==> src/rtl/lsu_wb.sv <==
// Load/store unit with writeback formatting.
// Handles one memory operation at a time. Loads are shifted and extended
// into a one-cycle register-file write. Stores finish on the memory
// acknowledge and never write the register file.
//
// Handshakes: a transfer happens on a rising edge where valid && ready are
// both high. Once valid is raised, it and its payload stay stable until that
// edge. req_ready is high only in IDLE. mem_req_valid is held with stable
// mem_addr, mem_wen, mem_wmask and mem_wdata until mem_req_ready is seen.
// mem_rsp_valid is sampled only in WAIT.
module lsu_wb #(
   parameter int XLEN = 64,
   parameter int RA_W = 5
) (
   input  logic            clk,
   input  logic            rst,
   input  logic            req_valid,
   output logic            req_ready,
   input  logic [3:0]      req_op,
   input  logic [XLEN-1:0] req_addr,
   input  logic [XLEN-1:0] req_wdata,
   input  logic [RA_W-1:0] req_rd,
   output logic            mem_req_valid,
   input  logic            mem_req_ready,
   output logic [XLEN-1:0] mem_addr,
   output logic            mem_wen,
   output logic [XLEN-1:0] mem_wdata,
   output logic [7:0]      mem_wmask,
   input  logic            mem_rsp_valid,
   input  logic [XLEN-1:0] mem_rdata,
   output logic            reg_wen,
   output logic [RA_W-1:0] reg_waddr,
   output logic [XLEN-1:0] reg_wdata,
   output logic            misalign,
   output logic            busy,
   output logic [1:0]      dbg_state
);

   typedef enum logic [1:0] {
      IDLE = 2'd0,
      REQ  = 2'd1,
      WAIT = 2'd2,
      WB   = 2'd3
   } state_t;

   state_t          state;
   logic [2:0]      funct3_q;
   logic [2:0]      off_q;
   logic            store_q;
   logic [RA_W-1:0] rd_q;

   logic [2:0]      req_off;
   logic [5:0]      req_sh;
   logic            req_store;
   logic            req_illegal;
   logic            req_misal;
   logic [7:0]      req_mask;
   logic [XLEN-1:0] ld_shift;
   logic [XLEN-1:0] ld_fmt;

   assign req_off     = req_addr[2:0];
   assign req_sh      = {req_off, 3'b000};
   assign req_store   = req_op[3];
   // Load funct3 111 and store funct3 1xx have no defined access size.
   assign req_illegal = req_store ? req_op[2] : (req_op[2:0] == 3'b111);

   assign req_ready = (state == IDLE);
   assign busy      = (state != IDLE);
   assign dbg_state = state;

   // Access size from op[1:0]: alignment test and unshifted byte-lane mask.
   always_comb begin
      req_misal = 1'b0;
      req_mask  = 8'h00;
      case (req_op[1:0])
         2'b00: begin
            req_misal = 1'b0;
            req_mask  = 8'h01;
         end
         2'b01: begin
            req_misal = req_off[0];
            req_mask  = 8'h03;
         end
         2'b10: begin
            req_misal = |req_off[1:0];
            req_mask  = 8'h0F;
         end
         default: begin
            req_misal = |req_off;
            req_mask  = 8'hFF;
         end
      endcase
   end

   assign ld_shift = mem_rdata >> {off_q, 3'b000};

   // Extend the shifted load data. funct3 bit2 selects zero extension.
   always_comb begin
      ld_fmt = ld_shift;
      case (funct3_q)
         3'b000:  ld_fmt = {{(XLEN-8){ld_shift[7]}},   ld_shift[7:0]};
         3'b001:  ld_fmt = {{(XLEN-16){ld_shift[15]}}, ld_shift[15:0]};
         3'b010:  ld_fmt = {{(XLEN-32){ld_shift[31]}}, ld_shift[31:0]};
         3'b100:  ld_fmt = {{(XLEN-8){1'b0}},          ld_shift[7:0]};
         3'b101:  ld_fmt = {{(XLEN-16){1'b0}},         ld_shift[15:0]};
         3'b110:  ld_fmt = {{(XLEN-32){1'b0}},         ld_shift[31:0]};
         default: ld_fmt = ld_shift;
      endcase
   end

   // Operation sequencer. All outputs except req_ready and busy are registered.
   always_ff @(posedge clk) begin
      if (rst) begin
         state         <= IDLE;
         funct3_q      <= 3'b000;
         off_q         <= 3'b000;
         store_q       <= 1'b0;
         rd_q          <= '0;
         mem_req_valid <= 1'b0;
         mem_addr      <= '0;
         mem_wen       <= 1'b0;
         mem_wdata     <= '0;
         mem_wmask     <= 8'h00;
         reg_wen       <= 1'b0;
         reg_waddr     <= '0;
         reg_wdata     <= '0;
         misalign      <= 1'b0;
      end else begin
         misalign <= 1'b0;
         reg_wen  <= 1'b0;
         case (state)
            IDLE: begin
               if (req_valid) begin
                  funct3_q <= req_op[2:0];
                  off_q    <= req_off;
                  store_q  <= req_store;
                  rd_q     <= req_rd;
                  if (req_illegal) begin
                     state <= IDLE;
                  end else if (req_misal) begin
                     misalign <= 1'b1;
                     state    <= IDLE;
                  end else begin
                     state         <= REQ;
                     mem_req_valid <= 1'b1;
                     mem_addr      <= {req_addr[XLEN-1:3], 3'b000};
                     mem_wen       <= req_store;
                     mem_wmask     <= req_store ? (req_mask << req_off) : 8'h00;
                     mem_wdata     <= req_store ? (req_wdata << req_sh) : '0;
                  end
               end
            end
            REQ: begin
               if (mem_req_ready) begin
                  state         <= WAIT;
                  mem_req_valid <= 1'b0;
                  mem_wen       <= 1'b0;
                  mem_wmask     <= 8'h00;
                  mem_wdata     <= '0;
               end
            end
            WAIT: begin
               if (mem_rsp_valid) begin
                  if (store_q) begin
                     state <= IDLE;
                  end else begin
                     state <= WB;
                     if (rd_q != '0) begin
                        reg_wen   <= 1'b1;
                        reg_waddr <= rd_q;
                        reg_wdata <= ld_fmt;
                     end
                  end
               end
            end
            default: begin
               state <= IDLE;
            end
         endcase
      end
   end

endmodule

==> config.mk <==
export PLATFORM = sky130hd
export DESIGN_NAME = lsu_wb
export DESIGN_NICKNAME = d
export VERILOG_FILES = /design/src/rtl/lsu_wb.sv
export SDC_FILE = /design/constraint.sdc
export NUM_CORES = 1
export LEC_CHECK = 0
export CORE_AREA = 5 5 182 184
export DETAILED_ROUTE_END_ITERATION = 12
export DIE_AREA = 0 0 187 189
export PLACE_DENSITY = 0.68
export SYNTH_ARGS = -nofsm -noshare
export SYNTH_HDL_FRONTEND = slang
export SYNTH_SLANG_ARGS = --single-unit
==> constraint.sdc <==
create_clock -name clk -period 2.8 [get_ports clk]
set_input_delay 0.56 -clock clk [delete_from_list [all_inputs] [get_ports clk]]
set_output_delay 0.56 -clock clk [all_outputs]
set_load 0.02 [all_outputs]
After elaboration in Yosys (flattened, before gate mapping)
Index checks and enable logic that the tools add are counted.
{"block": "word_totals", "reg_bits": 220, "in_bits": 206, "out_inout_bits": 213}
{"block": "classes", "n_eq_ne": 15, "shift": 3, "n_mux": 34, "bitwise": 7, "reduce_logical": 15}
{"op": "$pmux W64 S6", "count": 1}
{"op": "$mux W64", "count": 5}
{"op": "$pmux W64 S2", "count": 1}
{"op": "$shl A64 B6 Y64", "count": 1}
{"op": "$shr A64 B6 Y64", "count": 1}
{"op": "$mux W8", "count": 5}
{"op": "$pmux W8 S3", "count": 1}
{"op": "$pmux W8 S2", "count": 1}
{"op": "$eq A3 B3 Y1 const B", "count": 4}
{"op": "$mux W1", "count": 12}
{"op": "$ne A2 B2 Y1 const B", "count": 5}
{"op": "$mux W2", "count": 4}
{"op": "$reduce_and A4 Y1", "count": 2}
{"op": "$reduce_or A4 Y1", "count": 2}
{"op": "$shl A8 B3 Y8", "count": 1}
{"op": "$not A1 Y1", "count": 7}
{"op": "$pmux W2 S3", "count": 1}
{"op": "$reduce_and A5 Y1", "count": 1}
{"op": "$reduce_bool A5 Y1", "count": 1}
{"op": "$eq A2 B1 Y1 const B", "count": 2}
{"op": "$eq A2 B2 Y1 const B", "count": 2}
{"op": "$logic_not A2 Y1", "count": 2}
{"op": "$pmux W1 S2", "count": 2}
{"op": "$reduce_bool A2 Y1", "count": 2}
{"op": "8 further kinds", "count": 8}

Longest topological paths before layout
Gate-level depths: netlist (run 1).
{"block": "logic_depth", "ltp_word": 8, "depth_mapped": 8, "depth_no_buf": 4}

Worst setup path after synthesis (run 1)
Ideal clock, no wire load.
{"block": "synth_timing", "kind": "in2reg", "start": "in req_addr[2]", "end": "reg mem_wdata[16]", "setup_ps": 117, "arrival_ps": 2009, "required_ps": 2683, "path_slack_ps": 674, "cell_stages": 7, "path_cell_list": "clkbuf_1 > a21o_1 > a221oi_1 > buf_2 > o21ai_2 > buf_2 > a32o_1"}
{"block": "synth_via", "elab_chain_cells": 6, "elab_cells_between_ends": 10}
{"item": "start: declaration", "line_no": "20", "rtl": "input logic [XLEN-1:0] req_addr,"}
{"item": "$shl A64 B6 Y64", "line_no": "149", "rtl": "mem_wdata <= req_store ? (req_wdata << req_sh) : '0;"}
{"item": "$mux W64", "line_no": "149"}
{"item": "$mux W64", "line_no": "140", "rtl": "end else if (req_misal) begin"}
{"item": "$mux W64", "line_no": "138", "rtl": "if (req_illegal) begin"}
{"item": "$mux W64", "line_no": "133", "rtl": "if (req_valid) begin"}
{"item": "$pmux W64 S2", "line_no": "131", "rtl": "case (state)"}
{"item": "end signal: assignment", "line_no": "149"}
{"item": "end: declaration", "line_no": "27", "rtl": "output logic [XLEN-1:0] mem_wdata,"}
Parallel ways exist; a longest one is shown, timed or not. The select of a mux whose other input is x is not followed.
A chain may end at the register's enable or synchronous reset.

Worst setup path after layout (run 1)
{"block": "layout_timing", "start": "reg state[0] (netlist: dbg_state[0])", "end": "out req_ready"}
{"block": "layout_via", "elab_chain_cells": 1}
{"item": "start: declaration", "line_no": "46", "rtl": "state_t state;"}
{"item": "start signal: assignment", "line_no": "114", "rtl": "state <= IDLE;"}
{"item": "start signal: assignment", "line_no": "139", "rtl": "state <= IDLE;"}
{"item": "start signal: assignment", "line_no": "142", "rtl": "state <= IDLE;"}
{"item": "$logic_not A2 Y1", "line_no": "67", "rtl": "assign req_ready = (state == IDLE);"}
{"item": "end: declaration", "line_no": "18", "rtl": "output logic req_ready,"}
No other way between the ends.

==> results of run 1 <==
[where the power goes]
group	total, W	switching (W)	internal, W
clock network	0.00373	0.00145	0.00228
logic	0.00186	0.00103	0.000827
registers	0.00330	0.0000730	0.00322
[cells in the final DEF, fill, tap and decap left out, types with 3 or more instances in the layout]
master           synthesis  final
a32o_1                  35     35
clkbuf_8                 0      6
buf_4                    8     34
clkinvlp_4               0      3
or2_2                    8      8
nor2b_1                 27     27
bufinv_16                0      5
dfxtp_1                220    218
a211oi_1                11     11
clkinv_2                 0      3
and2_1                   8      7
mux4_2                  25     25
a32oi_1                  5      5
mux2i_1                130    130
a31oi_1                 71     71
nand2b_1                10     10
nor3_1                  14     14
nand3_1                 62     62
o2bb2ai_1               22     22
buf_12                   0     13
o32ai_1                 37     37
clkinv_1                 4      3
clkbuf_16                0     25
a21oi_1                120    120
clkdlybuf4s50_1          0    412
a22oi_1                  3      3
nor2_1                  44     44
o21ai_0                122    122
inv_1                   38     38
o21a_1                  13     12
nand2_1                109    108
conb_1                   1      3
[through the flow]
stage	area (um2)	instances	util	power [W]	hold slack, ps
final	16900	2076	0.540	0.00888	408
after CTS	16900	2075	0.540	0.00894	387
after floorplan	11400	1309	-	0.00435	440
after global placement	15900	2029	0.510	0.00518	443
after global routing	16900	2076	0.540	0.00920	422
after detailed placement	15900	2029	0.510	0.00520	451
[state kept, by name (all words and copies together), names as in the netlist]
register / flops
off_q: 3
funct3_q: 3
mem_addr: 61
reg_wdata: 64
mem_wdata: 64
mem_wmask: 8
dbg_state: 2
rd_q: 5
reg_waddr: 5
misalign: 1
reg_wen: 1
store_q: 1
mem_req_valid: 1
mem_wen: 1
[area by class of cell]
class,count,area share
Inverter,42,0.00935
Timing Repair Buffer,460,0.275
Tap cell,402,0.0298
Clock inverter,15,0.0139
Sequential cell,220,0.261
Antenna cell,1,0.000148
Multi-Input combinational cell,905,0.368
Clock buffer,31,0.0420
[cells by family (layout without fill, tap and decap cells)]
family                 count (synthesis)  after routing  share of synthesized area
AOI/OAI and AO/OA                    453            453                      0.254
buffers and inverters                184            548                     0.0688
muxes                                160            160                      0.170
DFF                                  220            220                      0.388
and+or+nand+nor                      289            289                      0.119
other                                  1              4                   0.000330
[routing by layer]
| layer | GRT usage | vias to the layer above |
|---|---|---|
| met5 | 0 | - |
| met4 | 0.0984 | 0 |
| met3 | 0.0640 | 115 |
| met2 | 0.437 | 675 |
| met1 | 0.315 | 5667 |
| li1 | - | 5525 |
[worst register-to-register path: cells and delay by family, from the launching register on]
family	cells	cell delay, ps
AOI/OAI and AO/OA	2	390
muxes	2	910
buffers and inverters	1	270
DFF	1	550
[worst min-delay path by stage]
| stage | startpoint | to | cells after the start |
|---|---|---|---|
| floorplan | rd_q[0]$_SDFFE_PP0P_ | reg_waddr[0]$_SDFFE_PP0P_ | 2 |
| global placement | reg_waddr[1]$_SDFFE_PP0P_ | reg_waddr[1]$_SDFFE_PP0P_ | 2 |
| detailed placement | reg_waddr[1]$_SDFFE_PP0P_ | reg_waddr[1]$_SDFFE_PP0P_ | 2 |
| CTS | rst | misalign$_SDFF_PP0_ | 3 |
| global route | rst | misalign$_SDFF_PP0_ | 3 |
| finish | rst | misalign$_SDFF_PP0_ | 3 |
==> impl_metrics.csv, run 1 <==
group,metric,value,unit
critical_path,required,2240,ps
final_layout,area_growth,48.4,%
place,dpl.hpwl,34800,um
clocking,cts_buffer_depth,3,
power,power_leakage,5.96,nW
critical_path,crit_path_end,"req_ready",
detailed_routing,drt_iter0_drc,951,
floorplan,std_cell_rows,65,
place,post-place-ws,145,ps
detailed_routing,wl_met2,22800,um
critical_path,cp-end-kind,"output port",
final_layout,nets,1860,
critical_path,startpoint_type,"register",
floorplan,die_w,187,um
floorplan,fp.coreArea,31200,um2
clocking,post_cts_buffers,0,
timing,period_share,0.920,
global_route,grt_usage,0.257,
detailed_routing,wl_met1,19100,um
timing,hold_viol_final,0,
timing,post-route-min-period,2580,ps
timing,grt_setup_unrepaired,"no",
floorplan,io_pins,419,
logic_synthesis,synth-async-reset-ratio,0,
detailed_routing,ant_nets,0,
power,irDropWorstVdd,0.426,mV
clocking,cts_tree,"built",
final_layout,seq_area,4410,um2
timing,tightest_slew,1180,ps
logic_synthesis,synth.avg_cell_area,8.69,um2
critical_path,cp_slowest_cell,"clkdlybuf4s50_1",
logic_synthesis,synthTopCellsByArea,"dfxtp_1 39%, mux2i_1 11%, o21ai_0 5.4%, a21oi_1 5.3%, mux4_2 5.0%",
place,portBuffers,415,
logic_synthesis,synth.distinct_cells,49,
detailed_routing,routed_wl,48300,um
detailed_routing,drt_pass1_iterations,6,
critical_path,r2r-start,"off_q[1]$_SDFFE_PP0P_",
floorplan,die_area,35300,um2
global_route,antenna_found_initial,1,
critical_path,cp.depth,2,
final_layout,multi_input_area,6210,um2
clocking,clkLatencyLatePin,550,ps
logic_synthesis,yosysMostFrequentCell,"dfxtp_1",
clocking,cts-buffers-inserted,25,
clocking,htree_levels,1,
logic_synthesis,synth_edf_count,0,
logic_synthesis,synth_commonest_cells,"220 x dfxtp_1, 130 x mux2i_1, 122 x o21ai_0, 120 x a21oi_1, 109 x nand2_1",
detailed_routing,post-route-drc-count,0,
critical_path,path_class,"reg -> out",
logic_synthesis,ys.flop_type,"dfxtp_1",
critical_path,crit_family,"buffers and inverters",
clocking,clk_pin_slew_worst_paths,60,ps
detailed_routing,via_count,12000,
detailed_routing,viasPerCell,5.77,
floorplan,start_util,0.364,
global_route,grt_pass1_wl,72600,um
timing,fmax,388,MHz
clocking,cts_root_buf,"clkbuf_16",
detailed_routing,routedWlPerCell,23.3,um
critical_path,path_buf_inv,1,
detailed_routing,highest_layer,"met4",
logic_synthesis,synth_area_leader_cell,"dfxtp_1",
timing,slew_violations,0,
clocking,cts_resized,0,
critical_path,reg2reg_to,"reg_wdata[60]$_SDFFE_PP0P_",
worst_hold_path,hp-class,"in -> reg",
critical_path,path_cells,"nor2_1 > clkdlybuf4s50_1",
detailed_routing,route.met3.wl,4390,um
global_route,grt_max_degree,139,
clocking,cts_hold_buf,0,
logic_synthesis,synth_top_area_share,0.388,
critical_path,reg2regPathDepth,5,
logic_synthesis,yosysSeqAreaShare,0.388,
critical_path,worstPathMaxFanout,10,
timing,setup_ws,225,ps
timing,slew_headroom,0.212,
critical_path,cp.arrival,2020,ps
timing,setup_viol,0,
logic_synthesis,synth_seq_cells,220,
logic_synthesis,yosys_warnings,0,
logic_synthesis,synthCells,1307,
global_route,grt_pass1_vias,12000,
timing,finClkSkew,14.8,ps
timing,tns,0,ps
critical_path,slowest_delay,690,ps
global_route,gr-total-overflow,0,
floorplan,dieHeight,189,um
run,max_cap_violations,0,
clocking,clock_sinks,220,
critical_path,cp-startpoint,"dbg_state[0]$_SDFFE_PP0P_",
final_layout,fill_cells,2866,
place,place_congestion,0.945,
power,power_density,527,nW/um2
logic_synthesis,syn-cell-area,11400,um2
critical_path,r2r_slack,530,ps
status,status,"finished, final reports clean",
final_layout,drive_gt1_frac,0.0861,
Note: power is estimated with default switching activity, not from simulation.
==> run 2: changes to the inputs <==
--- a/config.mk
+++ b/config.mk
@@ -5,7 +5,9 @@
 export SDC_FILE = /design/constraint.sdc
 export NUM_CORES = 1
 export LEC_CHECK = 0
+export ABC_AREA = 0
 export CORE_AREA = 5 5 182 184
+export CTS_CLUSTER_SIZE = 25
 export DETAILED_ROUTE_END_ITERATION = 12
 export DIE_AREA = 0 0 187 189
 export PLACE_DENSITY = 0.68
==> impl_metrics.csv, run 2 (synthesized netlist as in run 1, its figures left out) <==
group,metric,value,unit
clocking,clk_pin_slew_worst_paths,60,ps
critical_path,path_cells,"nor2_1 > clkdlybuf4s50_1",
global_route,met2_usage,0.437,
final_layout,mostFrequentLayoutCells,"412 x clkdlybuf4s50_1, 218 x dfxtp_1, 130 x mux2i_1",
critical_path,worstPathMaxFanout,10,
detailed_routing,post-route-drc-count,0,
global_route,gr-total-overflow,0,
final_layout,area_growth,48.4,%
critical_path,cp-end-kind,"output port",
global_route,global_route.usage.met3,0.0640,
final_layout,fin_cells,2076,
clocking,htree_levels,1,
run,max_cap_violations,0,
place,dpl.hpwl,34800,um
floorplan,dieHeight,189,um
detailed_routing,routed_wl,48400,um
clocking,cts_root_buf,"clkbuf_16",
timing,finClkSkew,14.8,ps
floorplan,start_util,0.364,
power,p_total,0.00889,W
final_layout,layout_commonest_cell,"clkdlybuf4s50_1",
clocking,clock_sinks,220,
global_route,grt_pass1_wl,72600,um
timing,slew_violations,0,
global_route,antenna_found_initial,1,
timing,period_share,0.919,
floorplan,io_pins,419,
critical_path,cp.arrival,2010,ps
critical_path,path_buf_inv,1,
timing,fmax,388,MHz
detailed_routing,drt_iter0_drc,970,
final_layout,nets,1860,
place,portBuffers,415,
timing,tightest_slew,1180,ps
power,irDropWorstVdd,0.425,mV
global_route,grt.busiest_layer,"met2",
clocking,post_cts_buffers,0,
place,place_area,15900,um2
power,p_int,0.00633,W
critical_path,cp_slowest_cell,"clkdlybuf4s50_1",
clocking,cts_buffer_depth,3,
detailed_routing,viasPerCell,5.80,
final_layout,final_cell_area,16900,um2
power,power_density,527,nW/um2
floorplan,std_cell_rows,65,
global_route,grt_pass1_vias,12000,
global_route,grt_usage,0.257,
timing,slew_headroom,0.213,
final_layout,drive_gt1_frac,0.0861,
power,power_frac_comb,0.209,
clocking,cts-buffers-inserted,25,
place,place_congestion,0.945,
clocking,cts_resized,0,
final_layout,reg.largest.list,"mem_wdata: 64 flops, reg_wdata: 64 flops, mem_addr: 61 flops",
critical_path,crit_family,"buffers and inverters",
detailed_routing,routedWlPerCell,23.3,um
critical_path,slowest_delay,690,ps
final_layout,fill_cells,2866,
floorplan,die_w,187,um
power,switching_share,0.288,
timing,hold_viol_final,0,
power,seqPwrFrac,0.371,
clocking,cts_tree,"built",
clocking,clkLatencyLatePin,540,ps
detailed_routing,via_count,12000,
critical_path,startpoint_type,"register",
detailed_routing,ant_nets,0,
clocking,cts_hold_buf,0,
worst_hold_path,hp-class,"in -> reg",
power,switchingPower,0.00256,W
status,status,"finished, final reports clean",
timing,tns,0,ps
timing,finalHoldWorstSlack,406,ps
power,pwr-share-clk,0.420,
detailed_routing,drt_pass1_iterations,5,
timing,post-route-min-period,2570,ps
critical_path,required,2240,ps
floorplan,fp.coreArea,31200,um2
timing,setup_viol,0,
timing,grt_setup_unrepaired,"no",
critical_path,path_class,"reg -> out",
place,dp.cells,2029,
global_route,grt_max_degree,139,
power,power_leakage,5.96,nW
global_route,met1_usage,0.315,
floorplan,die_area,35300,um2
-- run 2: cell counts in the layout (fill, tap and decap cells not counted) --
Identical to the previous run, type by type.
-- run 2: metrics by stage --
step,utilization,setup slack [ps]
final,0.540,226
after global routing,0.540,187
after CTS,0.540,207
after detailed placement,0.510,145
after global placement,0.510,224
after floorplan,-,674
-- run 2: cell type report --
type	instances	area, um2	share of cell area
multi-input cells	905	6210	0.368
repair buffers	460	4640	0.275
flip-flops and latches	220	4410	0.261
clock buffers	31	708	0.0420
well taps	402	503	0.0298
clock inverters	15	234	0.0139
inverters	42	158	0.00935
diodes	1	2.50	0.000148
-- run 2: power by group through the flow --
stage / clock, W / combinational [W] / sequential [W]
3_3_place_gp: 0 / 0.00182 / 0.00336
2_1_floorplan: 0 / 0.000913 / 0.00343
3_5_place_dp: 0 / 0.00183 / 0.00336
4_1_cts: 0.00380 / 0.00184 / 0.00329
5_1_grt: 0.00392 / 0.00197 / 0.00331
6_report: 0.00373 / 0.00186 / 0.00330
-- run 2: routing by layer --
metal / part of all wire / up-vias
li1: - / 5530
met2: 0.47 / 661
met5: 0 / -
met4: 0.043 / 0
met3: 0.089 / 123
met1: 0.39 / 5720
-- run 2: path summary, 6_finish.rpt --
path / endpoint / slack [ps] / cells after the start / from
setup / recovery: req_ready / 230 / 2 / dbg_state[0]$_SDFFE_PP0P_
hold / removal: misalign$_SDFF_PP0_ / 410 / 3 / rst
setup reg to reg: reg_wdata[37]$_SDFFE_PP0P_ / 520 / 5 / rd_q[0]$_SDFFE_PP0P_
hold reg to reg: reg_waddr[1]$_SDFFE_PP0P_ / 460 / 2 / reg_waddr[1]$_SDFFE_PP0P_
-- run 2: worst reg2reg max path, cell delays in order (launching register included) --
cell     delay [ps]
dfxtp_1         320
or4_1           570
o21ai_2         760
buf_4           310
a31oi_1          60
a31oi_1         190
==> run 3: changes to the inputs <==
--- a/config.mk
+++ b/config.mk
@@ -6,10 +6,10 @@
 export NUM_CORES = 1
 export LEC_CHECK = 0
 export ABC_AREA = 0
-export CORE_AREA = 5 5 182 184
+export CORE_AREA = 5 5 209 160
 export CTS_CLUSTER_SIZE = 25
 export DETAILED_ROUTE_END_ITERATION = 12
-export DIE_AREA = 0 0 187 189
+export DIE_AREA = 0 0 214 165
 export PLACE_DENSITY = 0.68
 export SYNTH_ARGS = -nofsm -noshare
 export SYNTH_HDL_FRONTEND = slang
==> impl_metrics.csv, run 3 (synthesized netlist as in run 1, its figures left out) <==
group,metric,value,unit
status,status,"finished, final reports clean",
timing,setup_viol,0,
detailed_routing,wl_met2,21900,um
global_route,grt_usage,0.255,
floorplan,start_util,0.366,
run,max_cap_violations,0,
place,portBuffers,415,
global_route,grt_pass1_vias,11600,
clocking,cts_tree,"built",
final_layout,fill_cells,2872,
global_route,grt_pass1_wl,71800,um
place,dpl.hpwl,35700,um
detailed_routing,routedWlPerCell,23.0,um
final_layout,area_growth,47.9,%
floorplan,dieHeight,165,um
final_layout,nets,1859,
critical_path,path_class,"reg -> reg",
timing,finClkSkew,15.9,ps
detailed_routing,drt_pass1_iterations,5,
place,place_congestion,0.907,
clocking,post_cts_buffers,0,
global_route,antenna_found_initial,2,
final_layout,reg.largest.list,"mem_wdata: 64 flops, reg_wdata: 64 flops, mem_addr: 61 flops",
timing,grt_setup_unrepaired,"no",
global_route,grt_max_degree,71,
critical_path,required,3240,ps
clocking,cts_hold_buf,0,
power,power_leakage,5.94,nW
timing,hold_viol_final,0,
global_route,gr-total-overflow,0,
timing,slew_headroom,0.149,
power,irDropWorstVdd,0.347,mV
floorplan,std_cell_rows,56,
final_layout,final_util,0.541,
critical_path,r2r_slack,180,ps
detailed_routing,viasPerCell,5.76,
timing,slew_violations,0,
detailed_routing,post-route-drc-count,0,
clocking,htree_levels,1,
power,power_density,510,nW/um2
timing,post-route-min-period,2620,ps
detailed_routing,wl_met1,20600,um
critical_path,cp.arrival,3070,ps
detailed_routing,drt_iter0_drc,1328,
floorplan,die_area,35300,um2
timing,period_share,0.937,
detailed_routing,ant_nets,0,
clocking,cts_root_buf,"clkbuf_16",
worst_hold_path,hp-class,"in -> reg",
clocking,clkLatencyLatePin,510,ps
floorplan,fp.coreArea,31000,um2
final_layout,layout_commonest_cell,"clkdlybuf4s50_1",
critical_path,cp-end-kind,"register",
final_layout,drive_gt1_frac,0.0833,
critical_path,worstPathMaxFanout,26,
final_layout,n_antenna_cell,0,
detailed_routing,routed_wl,47800,um
timing,fmax,381,MHz
final_layout,mostFrequentLayoutCells,"412 x clkdlybuf4s50_1, 218 x dfxtp_1, 130 x mux2i_1",
timing,tns,0,ps
timing,tightest_slew,1280,ps
floorplan,io_pins,419,
detailed_routing,highest_layer,"met5",
floorplan,die_w,214,um
critical_path,startpoint_type,"register",
clocking,clock_sinks,220,
clocking,cts-buffers-inserted,24,
clocking,clk_pin_slew_worst_paths,60,ps
clocking,cts_buffer_depth,3,
detailed_routing,via_count,11900,
clocking,cts_resized,0,
detailed_routing,route.met3.wl,4250,um
## run 3: worst paths after layout
| kind | start | end | cells past startpoint |
|---|---|---|---|
| worst max-delay path | rd_q[0]$_SDFFE_PP0P_ | reg_wdata[13]$_SDFFE_PP0P_ | 5 |
| worst min-delay path | req_addr[1] | off_q[1]$_SDFFE_PP0P_ | 3 |
| worst max register to register | rd_q[0]$_SDFFE_PP0P_ | reg_wdata[13]$_SDFFE_PP0P_ | 5 |
| worst min register to register | mem_wen$_SDFFE_PP0P_ | mem_wen$_SDFFE_PP0P_ | 2 |
## run 3: per-layer routing
layer | track usage | vias up
met5 | 0 | -
met4 | 0.0536 | 2
met3 | 0.0579 | 64
met2 | 0.417 | 612
met1 | 0.349 | 5756
li1 | - | 5515
## run 3: report_power, final
group	internal [W]	leakage [nW]	switching, W
Sequential	0.00322	1.78	0.0000789
Clock	0.00210	0.426	0.00130
Combinational	0.000834	3.74	0.00103
Total	0.00616	5.94	0.00241
## run 3: layout make-up
class                           instances  area (um2)  share of cell area
Sequential cell                       220        4410               0.262
Multi-Input combinational cell        905        6210               0.370
Inverter                               42         158             0.00938
Clock inverter                          7         110             0.00655
Timing Repair Buffer                  460        4670               0.278
Tap cell                              406         508              0.0302
Clock buffer                           35         743              0.0442
## run 3: metrics by stage
step | setup slack [ps] | area, um2 | hold slack [ps] | power (W) | cells
2_1_floorplan | 674 | 11400 | 440 | 0.00435 | 1309
3_3_place_gp | 104 | 16000 | 445 | 0.00520 | 2033
3_5_place_dp | 62.8 | 16000 | 451 | 0.00522 | 2033
4_1_cts | 177 | 16800 | 383 | 0.00863 | 2075
5_1_grt | 0.0795 | 16800 | 432 | 0.00890 | 2075
6_report | 177 | 16800 | 405 | 0.00858 | 2075
## run 3: worst max-delay path: stages (launching register included)
cell and delay [ps]:
dfxtp_1 320, or4_1 590, o21ai_2 990, a21oi_1 250, buf_4 270, a21oi_1 130
